<file path="config.mk">
export PLATFORM = sky130hd
export DESIGN_NAME = status_flag_unit
export DESIGN_NICKNAME = d
export VERILOG_FILES = /design/src/rtl/status_flag_unit.sv
export SDC_FILE = /design/constraint.sdc
export NUM_CORES = 1
export LEC_CHECK = 0
export ABC_CLOCK_PERIOD_IN_PS = 4300
export BUFFER_PORTS_ARGS = -buffer_cell sky130_fd_sc_hd__buf_2
export CORE_AREA = 2 2 50 52
export DETAILED_ROUTE_END_ITERATION = 8
export DIE_AREA = 0 0 52 54
export PLACE_DENSITY = 0.77
export SYNTH_ARGS = -nofsm -noshare
export SYNTH_HDL_FRONTEND = slang
export SYNTH_SLANG_ARGS = --single-unit
</file>
<file path="constraint.sdc">
create_clock -name clk -period 4.3 [get_ports clk]
set_clock_uncertainty 0.15 [all_clocks]
set_input_delay 0.645 -clock clk [delete_from_list [all_inputs] [get_ports clk]]
set_output_delay 0.645 -clock clk [all_outputs]
set_load 0.02 [all_outputs]
</file>
<file path="src/rtl/status_flag_unit.sv">
// -----------------------------------------------------------------------------
// status_flag_unit
//
// Architectural NZCV flag holder that feeds the condition-check stage. Flags
// are packed {Z, C, N, V} (bit 3 = Z, bit 2 = C, bit 1 = N, bit 0 = V).
// Next flags come from the execute-stage ALU result. Stall (freeze) and squash
// (flush) are honoured. One shadow copy supports exception save/restore. An
// optional combinational bypass exposes the flags the next instruction must see.
//
// Ports:
//   clk        : clock, all state updates on the rising edge
//   rst        : asynchronous, active-low reset
//   freeze     : pipeline stall, all state holds
//   flush      : squash the current execute-stage instruction (no flag write)
//   upd_en     : execute-stage instruction valid with S bit set
//   upd_kind   : 00 arithmetic, 01 logical, 10 restore-from-shadow, 11 no-op
//   alu_res    : ALU result, used for N/Z derivation
//   alu_c      : adder carry-out
//   alu_v      : adder overflow
//   shf_c      : shifter carry-out, used by logical ops
//   save_req   : copy the current flags into the shadow register
//   status_out : registered flags {Z, C, N, V}
//   status_fwd : flags as the next instruction must see them
//   shadow_out : shadow register contents {Z, C, N, V}
//   upd_count  : committed flag writes, modulo 2^CNT_W
// -----------------------------------------------------------------------------
module status_flag_unit #(
    parameter int DATA_W = 32,
    parameter bit BYPASS = 1'b1,
    parameter int CNT_W  = 8
) (
    input  logic              clk,
    input  logic              rst,
    input  logic              freeze,
    input  logic              flush,
    input  logic              upd_en,
    input  logic [1:0]        upd_kind,
    input  logic [DATA_W-1:0] alu_res,
    input  logic              alu_c,
    input  logic              alu_v,
    input  logic              shf_c,
    input  logic              save_req,
    output logic [3:0]        status_out,
    output logic [3:0]        status_fwd,
    output logic [3:0]        shadow_out,
    output logic [CNT_W-1:0]  upd_count
);

    localparam logic [1:0] KIND_ARITH   = 2'b00;
    localparam logic [1:0] KIND_LOGIC   = 2'b01;
    localparam logic [1:0] KIND_RESTORE = 2'b10;
    localparam logic [1:0] KIND_NOP     = 2'b11;

    logic [3:0]       status_r;
    logic [3:0]       shadow_r;
    logic [CNT_W-1:0] count_r;
    logic [3:0]       nf_s;
    logic             eff_s;
    logic             zero_s;
    logic             neg_s;

    // Zero detect on the full ALU result width.
    function automatic logic is_zero(input logic [DATA_W-1:0] value);
        return (value == {DATA_W{1'b0}});
    endfunction

    assign zero_s = is_zero(alu_res);
    assign neg_s  = alu_res[DATA_W-1];

    // A write only commits for a live, unstalled, unsquashed, non-nop update.
    assign eff_s = upd_en & ~flush & ~freeze & (upd_kind != KIND_NOP);

    // Next-flag selection by update kind.
    always_comb begin
        nf_s = status_r;
        case (upd_kind)
            KIND_ARITH:   nf_s = {zero_s, alu_c, neg_s, alu_v};
            // Logical ops take carry from the shifter and leave V untouched.
            KIND_LOGIC:   nf_s = {zero_s, shf_c, neg_s, status_r[0]};
            KIND_RESTORE: nf_s = shadow_r;
            default:      nf_s = status_r;
        endcase
    end

    // Bypass path; forced to zero while reset is held so nothing leaks from nf.
    always_comb begin
        status_fwd = 4'b0000;
        if (!rst) begin
            status_fwd = 4'b0000;
        end else if (BYPASS && eff_s) begin
            status_fwd = nf_s;
        end else begin
            status_fwd = status_r;
        end
    end

    // Flag, shadow and counter registers. Shadow captures the pre-update flags,
    // so save + restore in one cycle swaps the two registers.
    always_ff @(posedge clk or negedge rst) begin
        if (!rst) begin
            status_r <= 4'b0000;
            shadow_r <= 4'b0000;
            count_r  <= {CNT_W{1'b0}};
        end else if (!freeze) begin
            if (eff_s) begin
                status_r <= nf_s;
                count_r  <= count_r + {{(CNT_W-1){1'b0}}, 1'b1};
            end
            if (save_req) begin
                shadow_r <= status_r;
            end
        end
    end

    assign status_out = status_r;
    assign shadow_out = shadow_r;
    assign upd_count  = count_r;

endmodule

</file>
Word-level counts from Yosys, hierarchy flattened. Index checks and enable logic that the tools add are counted.

Add/sub/neg operators: 1. Eq/ne operators: 3. Mux-type cells: 3. Bitwise operators: 5. Reduce and logical (&&, ||, !) cells: 4.

Operators by type and width (count): logical NOT 32 bit (1); one-hot mux 4 bit (3 select lines) (1); adder 8 x 1 -> 8 bit (second input constant) (1); two-way mux 4 bit (2); AND reduction 2 bit (2); AND 1 bit (3); == test 2 x 1 -> 1 bit (second input constant) (1); == test 2 bit (second input constant) (1); logical NOT 2 bit (1); inequality test 2 bit (second input constant) (1); NOT 1 bit (2).

Register bits after elaboration: 16. Output and inout bits: 20. Word-level logic and storage cells: 19.

Longest topological paths before layout. Gate-level depths: netlist of run 1.

Word-level depth: 6. Gate-level depth with buffers: 5. Gate-level depth less buffers: 4.

Least setup slack after synthesis of run 1. OpenSTA, ideal clock, no wires.

Kind: input to output. From: in flush. To: out status_fwd[2]. Arrival: 1889 ps. Setup slack: 1616 ps. Stages on the path: 5. Path buffers: 1. Cell sequence: or3b_1 buf_6 a21oi_4 mux2_4 and2_1.

Longest elaborated chain between the ends: 6.

RTL lines: start, declared (RTL line 35) `input logic flush,`; NOT 1 bit (RTL line 71) `assign eff_s = upd_en & ~flush & ~freeze & (upd_kind != KIND_NOP);`; AND 1 bit (3 in a row) (RTL line 71); two-way mux 4 bit; two-way mux 4 bit (RTL line 88) `if (!rst) begin`; end, declared (RTL line 44) `output logic [3:0] status_fwd,`.

No other way between the ends.

Worst setup path after layout of run 1. Ends and elaborated chain as after synthesis.

==> impl_metrics.env, run 1 <==
export IMPL_rr_endpoint="upd_count[7]"
export IMPL_nets=184
export IMPL_holdCritPathClass="input port to asynchronous set/reset pin"
export IMPL_seq_area_frac_synth_pct=45.5
export IMPL_cts_htree_levels=1
export IMPL_ys_warn_count=0
export IMPL_setup_violations_final=0
export IMPL_syn_instance_count=76
export IMPL_fmax_mhz=337
export IMPL_core_area_um2=2320
export IMPL_cp_arrival_ns=2.18
export IMPL_dominantRegCellSynth="dfrtp_1"
export IMPL_antenna_found_initial=0
export IMPL_period_minus_slack_ns=2.97
export IMPL_synth_edff_count=0
export IMPL_rsz0062_at_grt="false"
export IMPL_placement_setup_worst_slack_ns=1.32
export IMPL_areaGrowthSynthToFinish_pct=38.0
export IMPL_root_buffer="clkbuf_4"
export IMPL_cp_max_fo=7
export IMPL_clock_sinks=16
export IMPL_reg2reg_from="upd_count[2]"
export IMPL_drv_slew=0
export IMPL_busiest_layer="met2"
export IMPL_r2r_slack_ns=2.98
export IMPL_drt_iter0_markers=2
export IMPL_synth_ff_latch_count=16
export IMPL_start_kind="input port"
export IMPL_synth_top_cells_by_count="16 x dfrtp_1, 6 x nor4_1, 5 x mux2_2, 5 x o21ai_0, 5 x xnor2_1"
export IMPL_synth_top_cell_area_share_pct=45.5
export IMPL_grt_pass1_wl_um=3390
export IMPL_worst_r2r_path_depth=4
export IMPL_die_height_um=54
export IMPL_die_w_um=52
export IMPL_post_cts_repair_setup_buffers=0
export IMPL_ir_drop_mv=0.239
export IMPL_grt_remaining_overflow=0
export IMPL_leakage_nw=0.624
export IMPL_grt_use_met3_pct=3.06
export IMPL_ant_nets=0
export IMPL_synth_avg_cell_area_um2=11.6
export IMPL_netlist_area_um2=880
export IMPL_stdcell_area_um2=1210
export IMPL_grt_max_degree=21
export IMPL_crit_type="input port to primary output"
export IMPL_initial_utilization_pct=37.9
export IMPL_synthArstFlopShare_pct=100
export IMPL_setup_ws_ns=1.33
export IMPL_crit_required_ns=3.50
export IMPL_fin_tns_setup_ns=0
export IMPL_crit_path_end_kind="primary output"
export IMPL_postPlaceCellArea_um2=1190
export IMPL_maxCapViolCount=0
export IMPL_io_buffers=62
export IMPL_yosysMostFrequentCell="dfrtp_1"
export IMPL_holdBufCountCts=0
export IMPL_drive_above_1_share_pct=54.3
export IMPL_synth_cell_types=30
export IMPL_cts_resized_gates=0
export IMPL_dp_hpwl_um=1810
export IMPL_grtUsageTotal_pct=16.6
export IMPL_drt_pass1_iter_count=2
export IMPL_via_per_inst=5.06
export IMPL_slew_headroom_pct=72.9
export IMPL_post_route_period_util_pct=69.1
export IMPL_hold_viol=0
export IMPL_tightest_slew_ns=0.406
export IMPL_yosysTopAreaCell="dfrtp_1"
export IMPL_cts_tree="done"
export IMPL_met2_usage_pct=29.5
export IMPL_clk_pin_slew_ns=0.09
export IMPL_vias=850
export IMPL_grt_pass1_vias=840
export IMPL_synth_net_count=120
export IMPL_drt_wl_total_um=2130
export IMPL_io_pin_count=63
export IMPL_power_density_nw_per_um2=410
export IMPL_dieArea_um2=2810
export IMPL_routedWlPerCell_um=12.7
export IMPL_clkLatencyLatePin_ns=0.28
export IMPL_gr_usage_met1_pct=19.2
export IMPL_status="complete, no violations"
export IMPL_numCtsBuffers=3
export IMPL_core_rowCount=18
export IMPL_drc=0
export IMPL_cts_buffer_depth=2
export IMPL_antenna_cells=0
export IMPL_synth_area_top_cells="dfrtp_1 46%, mux2_2 6.4%, xnor2_1 5.0%"
export IMPL_place_congestion=0.712
[critical path, cell delays in order]
cell	delay [ns]
buf_2	0.10
or3b_1	0.51
a21oi_4	0.28
mux2_4	0.33
and2_1	0.15
buf_2	0.15
[how the worst max path moves through the flow]
| stage | startpoint | end | slack [ns] | cells after the start |
|---|---|---|---|---|
| 2_1_floorplan | flush | status_fwd[2] | 1.62 | 5 |
| 3_3_place_gp | flush | status_fwd[2] | 1.35 | 6 |
| 3_5_place_dp | flush | status_fwd[2] | 1.32 | 6 |
| 4_1_cts | flush | status_fwd[2] | 1.31 | 6 |
| 5_1_grt | flush | status_fwd[2] | 1.26 | 6 |
| 6_report | flush | status_fwd[2] | 1.33 | 6 |
[registers in the layout, summed over array words and instances, names as in the netlist]
name	flops
shadow_out	4
status_out	4
upd_count	8
[placed cells by master, fill, tap and decap left out, types with 2 or more instances in the layout]
cell type	netlist	layout
and2_1	3	3
and3_1	2	2
buf_2	0	62
clkbuf_4	0	3
dfrtp_1	16	16
mux2_2	5	5
mux2i_1	2	2
nand2_1	3	3
nand2b_1	2	2
nand3_1	3	3
nand4_1	2	2
nor2_1	2	2
nor4_1	6	6
o21ai_0	5	5
o31ai_1	2	2
xnor2_1	5	5
xor2_1	2	2
[power by group]
group          switching [mW]  internal [mW]
sequential             0.0406          0.189
combinational           0.111         0.0827
clock                  0.0414         0.0324
[per-layer routing]
| layer | vias up | share of wire, % |
|---|---|---|
| li1 | 408 | - |
| met1 | 389 | 40 |
| met2 | 51 | 50 |
| met3 | 2 | 9.7 |
| met4 | 0 | 0.52 |
| met5 | - | 0 |
[cells by family (layout without fill, tap and decap cells)]
family,Yosys count,count (layout),share of synthesized area (%)
AO/OA/AOI/OAI,11,11,10.2
XOR/XNOR,7,7,6.97
adder cells (fa/ha/maj),1,1,1.42
buffers and inverters,3,65,4.12
flip-flops,16,16,45.5
multiplexers,8,8,10.4
AND/OR/NAND/NOR,30,30,21.3
[layout make-up]
cell class                 count  area [um^2]
clock buffer                   3         22.5
tap                           30         37.5
sequential                    16          400
fill                         246         1110
multi-input combinational     57          443
timing repair buffer          62          310
[stage by stage]
stage	std cells	total power, mW	utilization (%)	hold WS (ns)
floorplan	76	0.345	-	0.199
global placement	165	0.421	51.3	0.307
detailed placement	165	0.430	51.3	0.314
CTS	168	0.505	52.3	0.133
global route	168	0.536	52.3	0.142
finish	168	0.498	52.3	0.134
Power figures use the tool's default switching activity.
==> run 2, diff against run 1 <==
==> config.mk (replaced) <==
export PLATFORM = sky130hd
export DESIGN_NAME = status_flag_unit
export DESIGN_NICKNAME = d
export VERILOG_FILES = /design/src/rtl/status_flag_unit.sv
export SDC_FILE = /design/constraint.sdc
export NUM_CORES = 1
export LEC_CHECK = 0
export ABC_AREA = 1
export ABC_CLOCK_PERIOD_IN_PS = 2900
export BUFFER_PORTS_ARGS = -buffer_cell sky130_fd_sc_hd__buf_2
export CORE_AREA = 2 2 52 54
export DETAILED_ROUTE_END_ITERATION = 8
export DIE_AREA = 0 0 54 56
export PLACE_DENSITY = 0.74
export SYNTH_ARGS = -nofsm -noshare
export SYNTH_HDL_FRONTEND = slang
export SYNTH_SLANG_ARGS = --single-unit
==> constraint.sdc (replaced) <==
create_clock -name clk -period 2.9 [get_ports clk]
set_clock_uncertainty 0.15 [all_clocks]
set_input_delay 0.435 -clock clk [delete_from_list [all_inputs] [get_ports clk]]
set_output_delay 0.435 -clock clk [all_outputs]
set_load 0.02 [all_outputs]
==> run 2 against run 1 <==
Sequential power grew 43%. Critical path depth shrank 1. Clock power grew 95%. Combinational power grew 47%. Sequential share of layout area shrank 2.4 points. Worst hold slack gained 0.18 ns. Via count grew 18%. Routed wire length grew 11%. Critical endpoint unchanged. Largest power group unchanged.
==> impl_metrics.env, run 2 <==
export IMPL_status="complete, no violations"
export IMPL_stdcell_area_um2=1310
export IMPL_clk_pin_slew_ns=0.09
export IMPL_clkLatencyLatePin_ns=0.28
export IMPL_holdCritPathClass="input port to flip-flop"
export IMPL_reg2reg_from="upd_count[0]"
export IMPL_grt_pass1_vias=953
export IMPL_seq_area_frac_synth_pct=42.7
export IMPL_hold_path_startpoint="alu_res[31]"
export IMPL_post_route_period_util_pct=85.4
export IMPL_antenna_found_initial=0
export IMPL_initial_utilization_pct=38.6
export IMPL_via_per_inst=4.72
export IMPL_final_common_cell="buf_2"
export IMPL_drt_wl_total_um=2360
export IMPL_grtUsageTotal_pct=15.8
export IMPL_p_sw_uw=297
export IMPL_yosysTopAreaCell="dfrtp_1"
export IMPL_ant_nets=0
export IMPL_cts_resized_gates=0
export IMPL_antenna_cells=0
export IMPL_areaGrowthSynthToFinish_pct=39.6
export IMPL_grt_max_degree=18
export IMPL_cts_buffer_depth=2
export IMPL_fin_tns_setup_ns=0
export IMPL_netlist_area_um2=938
export IMPL_fin_total_pwr_uw=760
export IMPL_drc=0
export IMPL_crit_type="input port to primary output"
export IMPL_cp_max_fo=17
export IMPL_die_height_um=56
export IMPL_post_cts_repair_setup_buffers=0
export IMPL_crit_required_ns=2.32
export IMPL_grt_remaining_overflow=0
export IMPL_drv_slew=0
export IMPL_power_density_nw_per_um2=580
export IMPL_die_w_um=54
export IMPL_nets=227
export IMPL_hold_end="status_out[1]"
export IMPL_p_int_uw=462
export IMPL_holdBufCountCts=1
export IMPL_synth_edff_count=0
export IMPL_r2r_slack_ns=1.57
export IMPL_period_minus_slack_ns=2.48
export IMPL_leakage_nw=0.739
export IMPL_synthArstFlopShare_pct=100
export IMPL_cp_arrival_ns=1.89
export IMPL_numCtsBuffers=3
export IMPL_worst_r2r_path_depth=5
export IMPL_dieArea_um2=3020
export IMPL_placement_setup_worst_slack_ns=0.832
export IMPL_synth_ff_latch_count=16
export IMPL_dominantRegCellSynth="dfrtp_1"
export IMPL_dp_hpwl_um=1960
export IMPL_core_area_um2=2430
export IMPL_pwr_share_seq_pct=43.4
export IMPL_synth_top_cells_by_count="24 x nand2_1, 24 x nor2_1, 16 x dfrtp_1"
export IMPL_drive_above_1_share_pct=41.8
export IMPL_tightest_slew_ns=0.362
export IMPL_maxCapViolCount=0
export IMPL_synth_area_top_cells="dfrtp_1 43%, nand2_1 9.6%, nor2_1 9.6%"
export IMPL_synth_avg_cell_area_um2=8.02
export IMPL_clock_sinks=16
export IMPL_vias=1001
export IMPL_routedWlPerCell_um=11.1
export IMPL_utilization_pct=53.9
export IMPL_slew_headroom_pct=75.9
export IMPL_core_rowCount=18
export IMPL_crit_path_end_kind="primary output"
export IMPL_final_cell_mix="62 x buf_2, 24 x nand2_1, 24 x nor2_1"
export IMPL_io_buffers=62
export IMPL_netSwitchingFraction_pct=39.2
export IMPL_io_pin_count=63
export IMPL_ir_drop_mv=0.468
export IMPL_clkPwrFrac_pct=19.0
export IMPL_fmax_mhz=404
export IMPL_syn_instance_count=117
export IMPL_rr_endpoint="upd_count[6]"
export IMPL_cts_tree="done"
export IMPL_synth_top_cell_area_share_pct=42.7
export IMPL_start_kind="input port"
export IMPL_pwr_share_comb_pct=37.5
export IMPL_root_buffer="clkbuf_4"
export IMPL_drt_iter0_markers=15
export IMPL_grt_pass1_wl_um=3660
export IMPL_setup_ws_ns=0.424
export IMPL_hold_depth=3
export IMPL_hold_viol=0
export IMPL_postPlaceCellArea_um2=1260
export IMPL_cts_htree_levels=1
export IMPL_synth_cell_types=24
export IMPL_rsz0062_at_grt="false"
export IMPL_place_congestion=0.753
export IMPL_drt_pass1_iter_count=4
export IMPL_setup_violations_final=0
export IMPL_ys_warn_count=0
export IMPL_largest_reg_flops=8
export IMPL_synth_net_count=161
-- run 2: changes by cell type in the layout (fill, tap and decap cells not counted), sizes merged, moves of 3 or more --
cell / previous run / this run
nand2: 3 / 25
nor2: 2 / 26
mux2: 6 / 2
nand3: 3 / 7
nand4: 2 / 5
inv: 0 / 15
nor4: 6 / 0
-- run 2: power groups by stage --
stage / Sequential (mW) / Clock [mW] / Combinational (mW)
2_1_floorplan: 0.394 / 0 / 0.106
3_3_place_gp: 0.332 / 0 / 0.283
3_5_place_dp: 0.334 / 0 / 0.288
4_1_cts: 0.330 / 0.151 / 0.291
5_1_grt: 0.340 / 0.163 / 0.314
6_report: 0.330 / 0.144 / 0.285
-- run 2: stage by stage --
stage	hold slack (ns)	cells
after CTS	0.310	212
after detailed placement	0.218	207
after global routing	0.338	212
after floorplan	-0.0106	117
after global placement	0.213	207
final	0.311	212
-- run 2: cells by family after synthesis --
| kind of cell | count (synthesis) | synth area share (%) |
|---|---|---|
| mux | 2 | 2.40 |
| fa+ha+maj | 1 | 1.33 |
| buf+inv | 17 | 8.40 |
| compound gates | 11 | 7.73 |
| flops | 16 | 42.7 |
| xor+xnor | 5 | 4.67 |
| simple gates | 65 | 32.8 |
-- run 2: routing by layer --
| metal | up-vias | part of all wire, % | global-route usage (%) |
|---|---|---|---|
| li1 | 504 | - | - |
| met1 | 439 | 38 | 16.4 |
| met2 | 54 | 49 | 30.3 |
| met3 | 4 | 13 | 2.42 |
| met4 | 0 | 0.59 | 5.36 |
| met5 | - | 0 | 0 |
-- run 2: worst max-delay path by stage --
stage	from	end
after global placement	upd_kind[1]	status_fwd[3]
after global routing	rst	status_fwd[2]
final	rst	status_fwd[2]
after CTS	rst	status_fwd[2]
after floorplan	upd_kind[1]	status_fwd[2]
after detailed placement	upd_kind[1]	status_fwd[3]
-- run 2: layout make-up --
cell class / count / area [um^2]
Clock buffer: 4 / 36.3
Tap cell: 30 / 37.5
Inverter: 15 / 56.3
Fill cell: 242 / 1120
Sequential cell: 16 / 400
Timing Repair Buffer: 63 / 320
Multi-Input combinational cell: 84 / 459
-- run 2: critical path, stage by stage --
cell and delay (ns):
dlygate4sd3_1 0.52, buf_2 0.33, inv_1 0.16, a211oi_1 0.23
buf_2 0.21
==> run 3, diff against run 2 <==
==> config.mk (replaced) <==
export PLATFORM = sky130hd
export DESIGN_NAME = status_flag_unit
export DESIGN_NICKNAME = d
export VERILOG_FILES = /design/src/rtl/status_flag_unit.sv
export SDC_FILE = /design/constraint.sdc
export NUM_CORES = 1
export LEC_CHECK = 0
export ABC_CLOCK_PERIOD_IN_PS = 2240
export BUFFER_PORTS_ARGS = -buffer_cell sky130_fd_sc_hd__buf_2
export CORE_AREA = 2 2 53 55
export DETAILED_ROUTE_END_ITERATION = 8
export DIE_AREA = 0 0 55 57
export PLACE_DENSITY = 0.72
export SYNTH_ARGS = -nofsm -noshare
export SYNTH_HDL_FRONTEND = slang
export SYNTH_SLANG_ARGS = --single-unit
==> constraint.sdc (replaced) <==
create_clock -name clk -period 2.24 [get_ports clk]
set_clock_uncertainty 0.15 [all_clocks]
set_input_delay 0.336 -clock clk [delete_from_list [all_inputs] [get_ports clk]]
set_output_delay 0.336 -clock clk [all_outputs]
set_load 0.02 [all_outputs]
==> run 3 against run 2 <==
Clock power up 31%. Worst setup slack worse by 0.34 ns. Worst hold slack got worse by 0.084 ns. Non-clock buffer count grew 4. Utilization fell by 5.3 points. Sequential share of layout area rose by 0.99 points. Clock-buffer cell count is the same. Combinational power increased by 33%. Critical path depth rose by 1. Register-to-register slack got worse by 0.67 ns.
==> impl_metrics.env, run 3 (same netlist as run 1, synthesis figures left out) <==
export IMPL_pwr_share_comb_pct=37.8
export IMPL_initial_utilization_pct=33.6
export IMPL_drt_wl_total_um=2160
export IMPL_route_met3_wl_um=226
export IMPL_placed_cells=170
export IMPL_path_cells="buf_2 -> or3b_1 -> buf_4 -> o31ai_1 -> and2_1 -> buf_2"
export IMPL_antenna_cells=0
export IMPL_post_route_period_util_pct=96.2
export IMPL_final_cell_mix="62 x buf_2, 16 x dfrtp_1, 6 x nor4_1"
export IMPL_fin_tns_setup_ns=0
export IMPL_holdCritPathClass="input port to flip-flop"
export IMPL_period_minus_slack_ns=2.16
export IMPL_cts_htree_levels=1
export IMPL_crit_type="input port to primary output"
export IMPL_dp_hpwl_um=1860
export IMPL_antenna_found_initial=0
export IMPL_place_congestion=0.757
export IMPL_tightest_slew_ns=0.282
export IMPL_pwr_share_seq_pct=43.4
export IMPL_p_sw_uw=379
export IMPL_setup_violations_final=0
export IMPL_placement_setup_worst_slack_ns=0.0771
export IMPL_cpPeakStageDelay_ns=0.44
export IMPL_drc=0
export IMPL_cts_buffer_depth=2
export IMPL_critical_path_top_delay_family="simple AND/OR/NAND/NOR gates"
export IMPL_post_cts_repair_setup_buffers=0
export IMPL_ant_nets=0
export IMPL_hold_path_startpoint="flush"
export IMPL_route_met2_wl_um=1060
export IMPL_cts_tree="done"
export IMPL_fmax_mhz=464
export IMPL_drv_slew=0
export IMPL_status="complete, no violations"
export IMPL_routedWlPerCell_um=12.4
export IMPL_start_kind="input port"
export IMPL_crit_path_end_kind="primary output"
export IMPL_worstPathBufferInverterCount=3
export IMPL_fin_total_pwr_mw=1.01
export IMPL_via_per_inst=4.98
export IMPL_io_pin_count=63
export IMPL_netSwitchingFraction_pct=37.7
export IMPL_slowest_stage="or3b_1"
export IMPL_clock_sinks=16
export IMPL_final_common_cell="buf_2"
export IMPL_areaGrowthSynthToFinish_pct=44.2
export IMPL_crit_required_ns=1.75
export IMPL_leakage_nw=0.655
export IMPL_slew_headroom_pct=81.2
export IMPL_hold_viol=0
export IMPL_fin_cells=175
export IMPL_clkPwrFrac_pct=18.8
export IMPL_reg2reg_from="upd_count[2]"
export IMPL_core_rowCount=19
export IMPL_hold_depth=4
export IMPL_setup_ws_ns=0.0846
export IMPL_largest_reg_flops=8
export IMPL_grtUsageTotal_pct=15.7
export IMPL_startpoint="flush"
export IMPL_drive_above_1_share_pct=55.6
export IMPL_numCtsBuffers=3
export IMPL_core_area_um2=2620
export IMPL_hold_ws_ns=0.227
export IMPL_rsz0062_at_grt="false"
export IMPL_drt_iter0_markers=2
export IMPL_io_buffers=62
export IMPL_clk_pin_slew_ns=0.10
export IMPL_maxCapViolCount=0
export IMPL_clkLatencyLatePin_ns=0.28
export IMPL_path_depth=6
export IMPL_grt_remaining_overflow=0
export IMPL_grt_pass1_wl_um=3570
export IMPL_nets=189
export IMPL_drt_pass1_iter_count=4
export IMPL_worst_r2r_path_depth=4
export IMPL_cp_max_fo=4
export IMPL_ir_drop_mv=0.468
export IMPL_root_buffer="clkbuf_4"
export IMPL_cts_resized_gates=0
export IMPL_dieArea_um2=3140
export IMPL_wl_met1_um=848
export IMPL_top_layer_used="met4"
export IMPL_crit_top_cell="buf_2"
export IMPL_vias=872
export IMPL_die_height_um=57
export IMPL_die_w_um=55
export IMPL_grt_pass1_vias=859
export IMPL_p_int_uw=626
export IMPL_grt_max_degree=15
export IMPL_cp_arrival_ns=1.67
export IMPL_power_density_nw_per_um2=792
[run 3: metal layers]
metal  track usage, %  vias up
met1             18.3      395
met3             4.71        2
li1                 -      420
met2             26.0       55
met5                0        -
met4             6.62        0
[run 3: stage by stage]
step                      utilization [%]  area (um^2)
final                                48.5         1270
after global routing                 48.5         1270
after CTS                            48.5         1270
after detailed placement             46.7         1220
after global placement               46.7         1220
after floorplan                         -          880
[run 3: power groups by stage]
stage / combinational (mW) / sequential (mW) / clock, mW
2_1_floorplan: 0.138 / 0.525 / 0
3_3_place_gp: 0.373 / 0.439 / 0
3_5_place_dp: 0.384 / 0.445 / 0
4_1_cts: 0.387 / 0.439 / 0.199
5_1_grt: 0.419 / 0.449 / 0.215
6_report: 0.380 / 0.437 / 0.189
[run 3: area by class of cell]
cell class | instances | area, um^2
Multi-Input combinational cell | 57 | 443
Sequential cell | 16 | 400
Clock buffer | 4 | 36.3
Fill cell | 261 | 1350
Tap cell | 31 | 38.8
Timing Repair Buffer | 67 | 350
[run 3: worst min-delay path, stage by stage]
cell	delay [ns]
buf_2	0.09
nor3b_1	0.05
o21ai_0	0.07
a22oi_1	0.08
[run 3: repair_timing]
item / CTS / global route
hold buffers: 1 / 0
setup endpoints to repair: 0 / 0
endpoints found under the hold margin: 9 / 0
[run 3: path summary, 6_finish.rpt]
path                                  to  slack (ns)
min in group asynchronous  status_out[0]        0.30
min                        status_out[1]        0.23
min reg2reg                 upd_count[7]        0.33
max in group asynchronous   upd_count[2]        1.24
max reg2reg                 upd_count[5]        0.90
max                        status_fwd[0]        0.08
